## config.mk

```make
export PLATFORM = sky130hd
export DESIGN_NAME = uart_rx_param_flat
export DESIGN_NICKNAME = d
export VERILOG_FILES = /design/src/rtl/uart_rx_param_if.sv /design/src/rtl/uart_rx_param.sv /design/src/flat_wrapper.sv
export SDC_FILE = /design/constraint.sdc
export NUM_CORES = 1
export LEC_CHECK = 0
export BUFFER_PORTS_ARGS = -buffer_cell sky130_fd_sc_hd__buf_2
export CAP_MARGIN = 10
export CORE_MARGIN = 4
export CORE_UTILIZATION = 60
export CTS_BUF_LIST = sky130_fd_sc_hd__clkbuf_2 sky130_fd_sc_hd__clkbuf_4 sky130_fd_sc_hd__clkbuf_8
export DETAILED_ROUTE_END_ITERATION = 16
export GPL_ROUTABILITY_DRIVEN = 1
export GPL_TIMING_DRIVEN = 1
export PLACE_DENSITY = 0.8
export SYNTH_ARGS = -nofsm -noshare
export SYNTH_HDL_FRONTEND = slang
export SYNTH_SLANG_ARGS = --single-unit
```

## constraint.sdc

```tcl
create_clock -name clk -period 2.2 [get_ports clk]
set_clock_uncertainty 0.05 [all_clocks]
set_input_delay 0.44 -clock clk [delete_from_list [all_inputs] [get_ports clk]]
set_output_delay 0.44 -clock clk [all_outputs]
set_load 0.005 [all_outputs]
```

## src/rtl/uart_rx_param_if.sv

```systemverilog
// Received-word handshake between uart_rx_param (master) and its consumer (slave).
interface uart_rx_param_if #(
  parameter int DATA_BITS = 8
);
  logic [DATA_BITS-1:0] out;
  logic                 out_valid;
  logic                 out_ready;
  logic                 parity_err;
  logic                 frame_err;
  logic                 overrun;

  modport master (
    output out, out_valid, parity_err, frame_err, overrun,
    input  out_ready
  );

  modport slave (
    input  out, out_valid, parity_err, frame_err, overrun,
    output out_ready
  );
endinterface

```

## src/rtl/uart_rx_param.sv

```systemverilog
// Parametrised UART receiver: 2-flop sync, 3-sample mid-bit vote, word ready one clk after the last stop sample.
// Backpressure: a one-word holding register; a word completing while it is still full is dropped with an overrun pulse.
module uart_rx_param #(
  parameter int DATA_BITS  = 8,
  parameter int OVERSAMPLE = 16,
  parameter int PARITY     = 0,
  parameter int STOP_BITS  = 1
) (
  input  logic            clk,
  input  logic            rst_n,
  input  logic            en,
  input  logic            in,
  output logic            busy,
  uart_rx_param_if.master rx
);
  localparam int CW = $clog2(OVERSAMPLE);
  localparam int BW = $clog2(DATA_BITS);
  localparam logic [CW-1:0] CNT_LAST = CW'(OVERSAMPLE - 1);
  localparam logic [CW-1:0] CNT_HALF = CW'(OVERSAMPLE / 2 - 1);
  localparam logic [BW-1:0] IDX_LAST = BW'(DATA_BITS - 1);
  localparam logic HAS_PARITY = (PARITY != 0);
  localparam logic ODD_PARITY = (PARITY == 2);
  localparam logic STOP_LAST  = (STOP_BITS == 2);

  typedef enum logic [2:0] {IDLE, START, DATA, PAR, STOP} state_t;

  state_t               state;
  logic [1:0]           sync;
  logic                 in_sample;
  logic [2:0]           hist;
  logic                 vote;
  logic                 armed;
  logic [CW-1:0]        cnt;
  logic                 tick;
  logic [BW-1:0]        bit_idx;
  logic                 stop_idx;
  logic [DATA_BITS-1:0] word;
  logic                 p_bad;
  logic                 f_bad;
  logic                 done;

  logic [DATA_BITS-1:0] out_q;
  logic                 valid_q;
  logic                 perr_q;
  logic                 ferr_q;
  logic                 ovr_q;

  assign in_sample = sync[1];
  assign vote      = (hist[0] & hist[1]) | (hist[0] & hist[2]) | (hist[1] & hist[2]);
  assign tick      = (cnt == CNT_LAST);

  always_ff @(posedge clk or negedge rst_n) begin
    if (!rst_n) begin
      sync <= 2'b11;
      hist <= 3'b111;
    end else begin
      sync <= {sync[0], in};
      hist <= {hist[1:0], in_sample};
    end
  end

  always_ff @(posedge clk or negedge rst_n) begin
    if (!rst_n) begin
      state    <= IDLE;
      armed    <= 1'b0;
      cnt      <= '0;
      bit_idx  <= '0;
      stop_idx <= 1'b0;
      word     <= '0;
      p_bad    <= 1'b0;
      f_bad    <= 1'b0;
      busy     <= 1'b0;
      done     <= 1'b0;
    end else begin
      done <= 1'b0;
      if (!en) begin
        state    <= IDLE;
        armed    <= 1'b0;
        cnt      <= '0;
        bit_idx  <= '0;
        stop_idx <= 1'b0;
        busy     <= 1'b0;
      end else begin
        if (state != IDLE) cnt <= tick ? '0 : cnt + 1'b1;
        case (state)
          IDLE: begin
            // Start needs a high line first, so a stuck-low line never retriggers.
            if (in_sample) begin
              armed <= 1'b1;
              cnt   <= '0;
            end else if (armed) begin
              if (cnt == CNT_HALF) begin
                state   <= START;
                cnt     <= '0;
                busy    <= 1'b1;
                bit_idx <= '0;
                p_bad   <= 1'b0;
                f_bad   <= 1'b0;
              end else begin
                cnt <= cnt + 1'b1;
              end
            end
          end
          START: begin
            // The baud counted from the start-bit centre ends on data bit 0's centre.
            if (tick) begin
              word    <= {vote, word[DATA_BITS-1:1]};
              bit_idx <= BW'(1);
              state   <= DATA;
            end
          end
          DATA: begin
            if (tick) begin
              word <= {vote, word[DATA_BITS-1:1]};
              if (bit_idx == IDX_LAST) begin
                bit_idx  <= '0;
                stop_idx <= 1'b0;
                state    <= HAS_PARITY ? PAR : STOP;
              end else begin
                bit_idx <= bit_idx + 1'b1;
              end
            end
          end
          PAR: begin
            if (tick) begin
              p_bad    <= ((^word) ^ vote) != ODD_PARITY;
              stop_idx <= 1'b0;
              state    <= STOP;
            end
          end
          STOP: begin
            if (tick) begin
              f_bad <= f_bad | ~vote;
              if (stop_idx == STOP_LAST) begin
                done  <= 1'b1;
                busy  <= 1'b0;
                armed <= 1'b0;
                state <= IDLE;
              end else begin
                stop_idx <= 1'b1;
              end
            end
          end
          default: state <= IDLE;
        endcase
      end
    end
  end

  // word/p_bad/f_bad are stable during the done cycle: a new start needs re-arming first.
  always_ff @(posedge clk or negedge rst_n) begin
    if (!rst_n) begin
      out_q   <= '0;
      valid_q <= 1'b0;
      perr_q  <= 1'b0;
      ferr_q  <= 1'b0;
      ovr_q   <= 1'b0;
    end else begin
      ovr_q <= 1'b0;
      if (done) begin
        if (!valid_q || rx.out_ready) begin
          out_q   <= word;
          perr_q  <= p_bad;
          ferr_q  <= f_bad;
          valid_q <= 1'b1;
        end else begin
          ovr_q <= 1'b1;
        end
      end else if (valid_q && rx.out_ready) begin
        valid_q <= 1'b0;
      end
    end
  end

  assign rx.out        = out_q;
  assign rx.out_valid  = valid_q;
  assign rx.parity_err = perr_q;
  assign rx.frame_err  = ferr_q;
  assign rx.overrun    = ovr_q;
endmodule

```

## src/flat_wrapper.sv

```systemverilog
// flat-port wrapper written by rule: the top's interface ports become plain ports
module uart_rx_param_flat 
#(
  parameter int DATA_BITS  = 8,
  parameter int OVERSAMPLE = 16,
  parameter int PARITY     = 0,
  parameter int STOP_BITS  = 1
)
  (clk, rst_n, en, in, busy, rx_out, rx_out_valid, rx_parity_err, rx_frame_err, rx_overrun, rx_out_ready);
  uart_rx_param_if #(.DATA_BITS(DATA_BITS)) rx_i ();
  input  logic clk;
  input  logic rst_n;
  input  logic en;
  input  logic in;
  output logic busy;
  output wire logic [$bits(rx_i.out)-1:0] rx_out;
  output wire logic [$bits(rx_i.out_valid)-1:0] rx_out_valid;
  output wire logic [$bits(rx_i.parity_err)-1:0] rx_parity_err;
  output wire logic [$bits(rx_i.frame_err)-1:0] rx_frame_err;
  output wire logic [$bits(rx_i.overrun)-1:0] rx_overrun;
  input wire logic [$bits(rx_i.out_ready)-1:0] rx_out_ready;
  assign rx_out = rx_i.out;
  assign rx_out_valid = rx_i.out_valid;
  assign rx_parity_err = rx_i.parity_err;
  assign rx_frame_err = rx_i.frame_err;
  assign rx_overrun = rx_i.overrun;
  assign rx_i.out_ready = rx_out_ready;
  uart_rx_param #(.DATA_BITS(DATA_BITS), .OVERSAMPLE(OVERSAMPLE), .PARITY(PARITY), .STOP_BITS(STOP_BITS)) u_core (.clk(clk), .rst_n(rst_n), .en(en), .in(in), .busy(busy), .rx(rx_i));
endmodule
```

# After elaboration in Yosys (flattened, before gate mapping)
# Cells that the tools add are included.
[word_totals]
elab_cells = 132
register_bits = 41
inputBits = 5
out_inout_bits = 13
[classes]
addsub = 2
n_bitwise = 8
n_eq_ne = 26
n_reduce_logical = 20
n_mux = 59
[ops]
columns = ["cell", "count"]
rows = [
  ["$mux 3", 17],
  ["$mux 1", 28],
  ["$mux 4", 7],
  ["$ne 3x2->1 const B", 8],
  ["$reduce_and 6->1", 4],
  ["$pmux 3 s5", 1],
  ["$pmux 3 s3", 1],
  ["$reduce_and 9->1", 1],
  ["$ne 2x1->1 const B", 4],
  ["$ne 4x1->1 const B", 2],
  ["$pmux 1 s2", 4],
  ["$reduce_xor 8->1", 1],
  ["$eq 3x2->1 const B", 2],
  ["$eq 3x3->1 const B", 2],
  ["$ne 3x3->1 const B", 2],
  ["$reduce_bool 2->1", 3],
  ["$reduce_and 5->1", 1],
  ["$add 4x1->4 const B", 1],
  ["$eq 4x3->1 const B", 1],
  ["$eq 4x4->1 const B", 1],
  ["$ne 2x2->1 const B", 2],
  ["$reduce_and 2->1", 2],
  ["$reduce_and 4->1", 1],
  ["$add 3x1->3 const B", 1],
  ["other kinds (14)", 18],
]

# Depth between registers and ports, before layout
# Gate-level depths: netlist (run 1).
[depth]
depth_word = 7
mapped_depth = 6

# Worst setup path after synthesis (run 1)
# OpenSTA, ideal clock, no wires.
[synth_path]
kind = "reg-to-reg"
from = "register u_core.cnt[0]"
to = "register u_core.word[2]"
arrival_ns = 1.556
stages_incl_launch_ff = 7
path_slack_ns = 0.469
setup_ns = 0.125
path_cell_list = "dfrtp_1 -> ha_1 -> nand3_2 -> nor2_1 -> o21a_1 -> buf_4 -> mux2_2"
[synth_via]
elab_chain_len = 2
[synth_rtl]
columns = ["element", "line", "source"]
rows = [
  ["start: declaration", "uart_rx_param.sv:33", "logic [CW-1:0] cnt;"],
  ["start signal: assignment", "uart_rx_param.sv:84", "if (state != IDLE) cnt <= tick ? '0 : cnt + 1'b1;"],
  ["start signal: assignment", "uart_rx_param.sv:100", "cnt <= cnt + 1'b1;"],
  ["$eq 4x4->1", "uart_rx_param.sv:50", "assign tick = (cnt == CNT_LAST);"],
  ["$reduce_and 3->1 (no line)", "-", ""],
  ["end signal: assignment", "uart_rx_param.sv:107", "word <= {vote, word[DATA_BITS-1:1]};"],
  ["end signal: assignment", "uart_rx_param.sv:114", "word <= {vote, word[DATA_BITS-1:1]};"],
  ["end: declaration", "uart_rx_param.sv:37", "logic [DATA_BITS-1:0] word;"],
]
# No other way between the ends.
# A chain may end at the register's enable or synchronous reset.

# Worst setup path after layout (run 1)
# Ends and elaborated chain as after synthesis.

==> flow_summary_export.csv, run 1 <==
group,metric,value,unit
synthesis,synth_edf_count,0,
floorplan,ioPinCount,18,
worst_setup_path,worstSetupStartpointType,"flip-flop",
final_layout,n_antenna_cell,0,
drt,drt_wl_total,3382,um
worst_hold_path,hp-class,"primary input to async pin",
synthesis,netlist_area,1951,um2
sta,hold_ws,0.07477,ns
final_layout,final_util,0.6878,
worst_setup_path,timing.rr.start,"u_core.cnt[0]",
drt,ant_nets,0,
cts,cts_tree,"yes",
drt,drc_errors,0,
sta,finalCritPeriodShare,0.8653,
worst_setup_path,timing.critical_path.from,"u_core.cnt[0]",
synthesis,yosys_warnings,0,
cts,cts_max_level,2,
drt,drt_iter0_drc,42,
drt,dr.pass1.iters,4,
worst_setup_path,reg2regPathDepth,5,
sta,drv_slew,0,
placed_design,placed_cells,216,
placed_design,io_buffer_count,17,
synthesis,yosysSeqAreaShare,0.5292,
sta,final.setup.tns,0,ns
synthesis,synth-async-reset-ratio,1.000,
pwr,power_leakage,0.001026,uW
worst_setup_path,cp_max_fo,8,
final_layout,fill_cells,238,
floorplan,die_area,4227,um2
cts,cts_hold_buf,0,
worst_setup_path,critPathArrivalTime,2.10,ns
final_layout,final_common_cell,"dfrtp_1",
sta,hold_viol_final,0,
sta,relSlewSlack,0.6700,
job,drv_cap,0,
placed_design,postPlaceCellArea,2047,um2
synthesis,netlist_instances,160,
final_layout,fin_nets,187,
synthesis,syn_area_per_cell,12.19,um2
cts,post-cts-setup-buffer-count,0,
sta,setup_viol,0,
global_routing,grt_pass1_vias,1328,
cts,clkTransAtPathRegs,0.11,ns
cts,insertion_delay,0.34,ns
global_routing,grt_max_degree,42,
synthesis,synth.area.top_cells,"dfrtp_1, mux2_2, dfstp_2, mux2_1, xnor2_1",
worst_setup_path,crit_type,"flip-flop to flip-flop",
global_routing,antenna_found_initial,0,
floorplan,die_h,65.02,um
cts,cts_root_buf,"clkbuf_4",
pwr,p_per_area,583.7,nW/um2
final_layout,design_area,2117,um2
floorplan,coreArea,3078,um2
final_layout,mostFrequentLayoutCells,"dfrtp_1, buf_2, nand2_1, mux2_2, o21ai_0",
global_routing,grt-ovfl-total,0,
synthesis,synth_top_area_frac,0.4618,
final_layout,finalNonFillerCells,224,
worst_setup_path,cp.required,2.39,ns
floorplan,start_util,0.6337,
placed_design,gp_congestion,0.8126,
sta,fin_crit,1.904,ns
cts,cts_resized,0,
cts,cts_made_buffers,5,
sta,fmax,0.5253,GHz
drt,wl_per_cell,15.10,um
drt,vias_per_cell,5.835,
worst_setup_path,regToRegEndpoint,"u_core.word[2]",
worst_setup_path,rrSetupSlack,0.30,ns
synthesis,synth_nets,168,
final_layout,syn_to_final_growth,8.531,%
cts,clockBufferDepth,2,
synthesis,ys_ff_latch,41,
synthesis,synth_largest_area_cell,"dfrtp_1",
cts,cts_num_sinks,41,
sta,rsz0062_at_grt,"no",
global_routing,track_usage,0.1825,
pwr,ir_drop,0.4279,mV
status,status,"finished clean",
final_layout,drive_gt1_frac,0.3056,
synthesis,ys_types,54,
placed_design,dp.final_hpwl,2385,um
global_routing,grt_pass1_wl,5892,um
floorplan,die-width,65.02,um
floorplan,row_count,20,
sta,tightest_slew,0.4950,ns
synthesis,synth_ff_type,"dfrtp_1",
worst_setup_path,crit_path_end,"u_core.word[2]",
worst_setup_path,cp-end-kind,"flip-flop",
drt,route.vias.total,1307,
[worst max-delay path, stage by stage, from the launching register on]
cell and delay (ns):
dfrtp_1 0.44, ha_1 0.23, nand3_2 0.16, nor2_1 0.19, o21a_1 0.36, mux2_2 0.38
[synth_stat cells (4+ instances only)]
master / n
dfrtp_1: 36
dfstp_2: 5
xnor2_1: 6
nor2_1: 7
nand2_1: 12
o21ai_0: 8
mux2_1: 5
mux2_2: 12
nand3_1: 4
[metal layers]
layer	share of wire	GRT usage	routed length, um	vias up
met5	0	0	0	-
met4	0.016	0.07772	54	0
met3	0.054	0.05026	182	7
met2	0.49	0.3001	1666	40
met1	0.44	0.2257	1478	642
li1	-	-	-	618
[registers in the layout, indices dropped and copies added, names as in the netlist]
name                  count
u_core.armed              1
u_core.bit_idx            3
u_core.busy               1
u_core.cnt                4
u_core.done               1
u_core.f_bad              1
u_core.hist               3
u_core.p_bad              1
u_core.rx.frame_err       1
u_core.rx.out             8
u_core.rx.out_valid       1
u_core.rx.overrun         1
u_core.rx.parity_err      1
u_core.state              3
u_core.stop_idx           1
u_core.sync               2
u_core.word               8
[final cells by class]
class,instances,area [um2],area share
Timing Repair Buffer,19,100.1,0.04728
Sequential cell,41,1032,0.4876
Clock inverter,1,5.005,0.002364
Tap cell,44,55.05,0.02600
Clock buffer,7,65.06,0.03073
Inverter,3,11.26,0.005319
Multi-Input combinational cell,109,848.3,0.4007
[report_power, final]
group,internal (uW),switching [uW]
logic,18.8,29.9
registers,765,9.15
clock network,185,227
[worst min-delay path by stage]
| stage | startpoint | to | slack [ns] | cells past startpoint |
|---|---|---|---|---|
| final | rst_n | u_core.rx.overrun | 0.07 | 2 |
| after global routing | rst_n | u_core.bit_idx[2] | 0.10 | 2 |
| after CTS | rst_n | u_core.rx.out[7] | 0.09 | 2 |
| after detailed placement | u_core.sync[0] | u_core.sync[1] | 0.30 | 0 |
| after global placement | u_core.sync[0] | u_core.sync[1] | 0.30 | 0 |
| after floorplan | rst_n | u_core.armed | 0.09 | 0 |
[through the flow]
| stage | worst slack [ns] | power (uW) |
|---|---|---|
| 3_5_place_dp | 0.2779 | 838.0 |
| 2_1_floorplan | 0.4689 | 812.0 |
| 5_1_grt | 0.2000 | 1295 |
| 4_1_cts | 0.2957 | 1254 |
| 3_3_place_gp | 0.3759 | 836.1 |
| 6_report | 0.2963 | 1236 |
[cell families (layout without fill, tap and decap cells)]
logic type | Yosys count | count (layout) | synth area share
simple gates | 51 | 51 | 0.1617
flops | 41 | 41 | 0.5292
compound gates | 27 | 27 | 0.09686
mux | 20 | 20 | 0.1135
buf+inv | 10 | 30 | 0.03592
xor+xnor | 7 | 7 | 0.03849
fa+ha+maj | 4 | 4 | 0.02438
Note: power is estimated with default switching activity, not from simulation.
==> run 2, diff against run 1 <==
--- a/config.mk
+++ b/config.mk
@@ -5,8 +5,10 @@
 export SDC_FILE = /design/constraint.sdc
 export NUM_CORES = 1
 export LEC_CHECK = 0
+export ABC_AREA = 1
 export BUFFER_PORTS_ARGS = -buffer_cell sky130_fd_sc_hd__buf_2
 export CAP_MARGIN = 10
+export CORE_ASPECT_RATIO = 0.75
 export CORE_MARGIN = 4
 export CORE_UTILIZATION = 60
 export CTS_BUF_LIST = sky130_fd_sc_hd__clkbuf_2 sky130_fd_sc_hd__clkbuf_4 sky130_fd_sc_hd__clkbuf_8
==> flow_summary_export.csv, run 2 <==
group,metric,value,unit
placed_design,gp_congestion,0.8795,
worst_setup_path,worstSetupStartpointType,"flip-flop",
synthesis,synth.area.top_cells,"dfrtp_1, nand2_1, dfstp_2, inv_1, nor2_1",
pwr,ir_drop,0.5667,mV
sta,setup_viol,0,
global_routing,grt-ovfl-total,0,
drt,ant_nets,0,
drt,route.vias.total,1572,
drt,drt_wl_total,3605,um
pwr,p_per_area,846.7,nW/um2
cts,insertion_delay,0.29,ns
sta,fin_crit,1.651,ns
floorplan,row_count,17,
cts,clkTransAtPathRegs,0.07,ns
synthesis,netlist_instances,242,
final_layout,final_util,0.7290,
synthesis,ys_ff_latch,41,
synthesis,yosys-top-cells-count,"nand2_1, dfrtp_1, inv_1, nor2_1",
synthesis,synth_nets,250,
global_routing,grt_pass1_vias,1396,
sta,rsz0062_at_grt,"no",
sta,tightest_slew,0.2639,ns
synthesis,syn_area_per_cell,8.381,um2
status,status,"finished clean",
worst_setup_path,cp_top_family,"simple AND/OR/NAND/NOR gates",
placed_design,placed_cells,296,
final_layout,mostFrequentLayoutCells,"nand2_1, dfrtp_1, inv_1, nor2_1, buf_2",
floorplan,die_area,4384,um2
worst_setup_path,critPathMostFrequentCell,"nand2_1",
worst_setup_path,cp_max_fo,4,
cts,cts_num_sinks,41,
cts,cts_made_buffers,5,
drt,drc_errors,0,
global_routing,track_usage,0.1842,
synthesis,synth_ff_type,"dfrtp_1",
floorplan,ioPinCount,18,
cts,cts_max_level,2,
final_layout,n_antenna_cell,0,
worst_setup_path,cp-end-kind,"flip-flop",
synthesis,synth_largest_area_cell,"dfrtp_1",
synthesis,yosysSeqAreaShare,0.5089,
cts,cts_hold_buf,0,
sta,relSlewSlack,0.8240,
synthesis,ys_types,30,
cts,clockBufferDepth,2,
worst_setup_path,critPathArrivalTime,1.78,ns
synthesis,synth_edf_count,0,
global_routing,antenna_found_initial,0,
floorplan,die-width,75.14,um
worst_setup_path,cp.required,2.33,ns
worst_setup_path,cp_cell_sequence,"ha_1 > nand2_2 > nor2_1 > inv_1 > nand2_1 > nand2_1 > nor2_2 > inv_2 > nand2_1 > o21ai_2",
placed_design,dp.final_hpwl,2659,um
job,drv_cap,0,
worst_setup_path,slowest_delay,0.38,ns
placed_design,io_buffer_count,17,
floorplan,coreArea,3084,um2
final_layout,fin_nets,273,
sta,finalCritPeriodShare,0.7506,
global_routing,grt_pass1_wl,6203,um
sta,hold_viol_final,0,
drt,dr.pass1.iters,4,
final_layout,syn_to_final_growth,10.86,%
sta,drv_slew,0,
global_routing,grt_max_degree,42,
cts,post-cts-setup-buffer-count,0,
worst_setup_path,crit_buf_inv,2,
worst_setup_path,slowest_stage,"dfrtp_1",
synthesis,synth_top_area_frac,0.4442,
floorplan,start_util,0.6576,
synthesis,yosys_warnings,0,
synthesis,post-synth-top-count-cell,"nand2_1",
final_layout,final_common_cell,"nand2_1",
pwr,power_leakage,0.001185,uW
final_layout,drive_gt1_frac,0.2331,
worst_hold_path,hp-class,"primary input to async pin",
final_layout,finalNonFillerCells,304,
synthesis,synth-async-reset-ratio,1.000,
drt,wl_per_cell,11.86,um
synthesis,netlist_area,2028,um2
cts,cts_root_buf,"clkbuf_8",
pwr,p_total,1904,uW
worst_setup_path,crit_type,"flip-flop to flip-flop",
cts,cts_tree,"yes",
cts,cts_resized,0,
worst_setup_path,rrSetupSlack,0.55,ns
sta,fmax,0.6056,GHz
floorplan,die_h,58.35,um
drt,drt_iter0_drc,126,
drt,vias_per_cell,5.171,
sta,final.setup.tns,0,ns
## run 2: kinds of logic after synthesis
family / count (synthesis) / synth area share
AOI/OAI and AO/OA: 40 / 0.1308
xor gates and xnor gates: 3 / 0.01296
adders and majority gates: 3 / 0.01851
buffers and inverters: 36 / 0.07403
DFF: 41 / 0.5089
muxes: 1 / 0.005552
and+or+nand+nor: 118 / 0.2492
## run 2: routing by layer
layer / routed length [um] / global-route usage
met1: 1838 / 0.2638
met3: 189 / 0.05290
met4: 36 / 0.05486
met2: 1540 / 0.2730
met5: 0 / 0
## run 2: where the power goes
| group | switching (uW) | internal (uW) | total, uW | leakage (uW) |
|---|---|---|---|---|
| clock | 242 | 232 | 474 | 0.0000484 |
| sequential | 57.3 | 824 | 881 | 0.000550 |
| combinational | 371 | 177 | 548 | 0.000587 |
## run 2: worst reg2reg max path: stages (launching register included)
cell	delay (ns)
dfrtp_1	0.38
ha_1	0.20
nand2_2	0.09
nor2_1	0.20
inv_1	0.09
nand2_1	0.10
nand2_1	0.07
nor2_2	0.17
inv_2	0.08
nand2_1	0.08
o21ai_2	0.05
## run 2: path summary, 6_finish.rpt
path | startpoint | depth (start not counted) | endpoint
hold / removal | rst_n | 2 | u_core.bit_idx[2]
setup reg to reg | u_core.cnt[0] | 10 | u_core.bit_idx[1]
hold reg to reg | u_core.sync[0] | 0 | u_core.sync[1]
setup / recovery | u_core.cnt[0] | 10 | u_core.bit_idx[1]
min in group clk | in | 1 | u_core.sync[0]
max in group asynchronous | rst_n | 2 | u_core.hist[1]
## run 2: through the flow
stage	cell area (um2)	hold slack [ns]	setup slack [ns]
final	2248	0.05681	0.5488
after floorplan	2028	0.09441	0.7659
after global placement	2162	0.2959	0.5912
after CTS	2248	0.06569	0.5406
after detailed placement	2162	0.3021	0.5509
after global routing	2248	0.07077	0.3902
## run 2: final cells by class
type                            count  area, um2
Multi-Input combinational cell    165      845.8
Tap cell                           38      47.55
Sequential cell                    41       1032
Inverter                           33      123.9
Clock inverter                      2      10.01
Clock buffer                        6      76.32
Timing Repair Buffer               19      112.6
Fill cell                         239      835.8
==> run 3, diff against run 2 <==
--- a/config.mk
+++ b/config.mk
@@ -5,17 +5,17 @@
 export SDC_FILE = /design/constraint.sdc
 export NUM_CORES = 1
 export LEC_CHECK = 0
-export ABC_AREA = 1
+export ABC_AREA = 0
 export BUFFER_PORTS_ARGS = -buffer_cell sky130_fd_sc_hd__buf_2
 export CAP_MARGIN = 10
 export CORE_ASPECT_RATIO = 0.75
 export CORE_MARGIN = 4
-export CORE_UTILIZATION = 60
+export CORE_UTILIZATION = 55
 export CTS_BUF_LIST = sky130_fd_sc_hd__clkbuf_2 sky130_fd_sc_hd__clkbuf_4 sky130_fd_sc_hd__clkbuf_8
 export DETAILED_ROUTE_END_ITERATION = 16
 export GPL_ROUTABILITY_DRIVEN = 1
 export GPL_TIMING_DRIVEN = 1
-export PLACE_DENSITY = 0.8
+export PLACE_DENSITY = 0.78
 export SYNTH_ARGS = -nofsm -noshare
 export SYNTH_HDL_FRONTEND = slang
 export SYNTH_SLANG_ARGS = --single-unit
==> constraint.sdc (replaced) <==
create_clock -name clk -period 1.4 [get_ports clk]
set_clock_uncertainty 0.05 [all_clocks]
set_input_delay 0.28 -clock clk [delete_from_list [all_inputs] [get_ports clk]]
set_output_delay 0.28 -clock clk [all_outputs]
set_load 0.005 [all_outputs]
==> flow_summary_export.csv, run 3 (synthesized netlist as in run 1, its figures left out) <==
group,metric,value,unit
placed_design,io_buffer_count,17,
floorplan,die_h,59.58,um
sta,hold_viol_final,0,
worst_setup_path,timing.rr.start,"u_core.cnt[1]",
sta,fin_ws,-0.2482,ns
worst_setup_path,crit_type,"flip-flop to flip-flop",
drt,vias_per_cell,5.961,
floorplan,die_area,4573,um2
final_layout,syn_to_final_growth,46.18,%
floorplan,row_count,18,
worst_setup_path,slowest_stage,"dfrtp_1",
final_layout,mostFrequentLayoutCells,"buf_4, dfrtp_1, buf_2, nand2_1",
drt,drt_wl_total,6247,um
drt,wl_per_cell,22.39,um
worst_setup_path,slowest_delay,0.42,ns
sta,hold_ws,0.04248,ns
floorplan,start_util,0.5813,
cts,clkTransAtPathRegs,0.08,ns
pwr,ir_drop,1.130,mV
sta,fmax,0.6067,GHz
worst_hold_path,hold_start,"in",
status,violations,"negative setup slack",
final_layout,fin_nets,246,
final_layout,final_common_cell,"buf_4",
final_layout,n_antenna_cell,0,
worst_setup_path,critPathArrivalTime,1.76,ns
final_layout,drive_gt1_frac,0.6025,
pwr,p_per_area,742.1,nW/um2
status,status,"finished with violations",
sta,setup_viol,23,
drt,route.vias.total,1663,
global_routing,grt-ovfl-total,0,
cts,cts_root_buf,"clkbuf_8",
global_routing,track_usage,0.2670,
cts,clockBufferDepth,2,
sta,relSlewSlack,0.6995,
worst_setup_path,worstSetupStartpointType,"flip-flop",
placed_design,place_ws,-0.1942,ns
global_routing,antenna_found_initial,0,
worst_setup_path,cp-end-kind,"flip-flop",
worst_setup_path,cp_cell_sequence,"ha_4 > nand3_4 > nor2_4 > o21a_1 > buf_12 > mux2_4",
pwr,power_leakage,0.001356,uW
cts,cts_num_sinks,41,
worst_setup_path,cp.required,1.52,ns
drt,ant_nets,0,
cts,cts_tree,"yes",
job,drv_cap,0,
worst_setup_path,timing.critical_path.from,"u_core.cnt[1]",
global_routing,grt_pass1_vias,1814,
sta,rsz0062_at_grt,"yes",
floorplan,coreArea,3356,um2
cts,insertion_delay,0.29,ns
cts,cts_made_buffers,5,
drt,drc_errors,0,
sta,finalCritPeriodShare,1.177,
global_routing,grt_pass1_wl,9114,um
worst_setup_path,cp_top_family,"flip-flops",
worst_setup_path,cp_max_fo,8,
placed_design,dp.final_hpwl,3562,um
floorplan,ioPinCount,18,
global_routing,grt_max_degree,18,
drt,dr.pass1.iters,4,
sta,drv_slew,0,
final_layout,fill_cells,148,
cts,cts_max_level,2,
sta,fin_crit,1.648,ns
worst_hold_path,hp-class,"primary input to flip-flop",
worst_setup_path,crit_buf_inv,1,
placed_design,gp_congestion,0.9201,
drt,drt_iter0_drc,159,
floorplan,die-width,76.77,um
sta,tightest_slew,0.4508,ns
run 3: path summary, 6_finish.rpt:
kind                             endpoint  slack (ns)  cells past startpoint
setup / recovery           u_core.word[4]       -0.25                      6
hold / removal             u_core.sync[0]        0.04                      1
setup reg to reg           u_core.word[4]       -0.25                      6
hold reg to reg            u_core.sync[1]        0.31                      0
max in group asynchronous  u_core.hist[1]        0.35                      3
min in group asynchronous     u_core.done        0.42                      2
run 3: routing by layer:
| metal | vias up | global-route usage | wire length (um) |
|---|---|---|---|
| met1 | 849 | 0.3205 | 2664 |
| met2 | 65 | 0.4764 | 3039 |
| li1 | 725 | - | - |
| met3 | 24 | 0.05167 | 322 |
| met5 | - | 0 | 0 |
| met4 | 0 | 0.1189 | 221 |
run 3: area by class of cell:
cell class | count | area [um2] | share of cell area
Inverter | 3 | 11.26 | 0.003949
Clock buffer | 5 | 68.82 | 0.02413
Tap cell | 40 | 50.05 | 0.01755
Timing Repair Buffer | 78 | 616.8 | 0.2163
Sequential cell | 41 | 1037 | 0.3638
Multi-Input combinational cell | 109 | 1050 | 0.3681
Clock inverter | 3 | 17.52 | 0.006143
run 3: through the flow:
step	utilization	cells	area, um2	total power, uW	TNS, ns
after floorplan	-	160	2016	1279	-1.337
after detailed placement	0.7140	246	2396	1355	-2.823
after global placement	0.7140	246	2396	1347	-1.641
after CTS	0.7949	266	2668	2119	-2.440
final	0.8497	279	2851	2116	-3.971
after global routing	0.8497	279	2851	2207	-5.096
run 3: timing repair:
action                     4_1_cts  5_1_grt
pin swaps                       12       20
hold buffers                     1        0
setup endpoints to repair       22       23
buffers inserted                11       14
hold endpoints to repair        14        0
resized for setup               24       23
run 3: where the power goes:
group / switching (uW) / internal (uW)
logic: 83.2 / 70.7
clock network: 405 / 344
registers: 11.3 / 1200
total: 499 / 1620
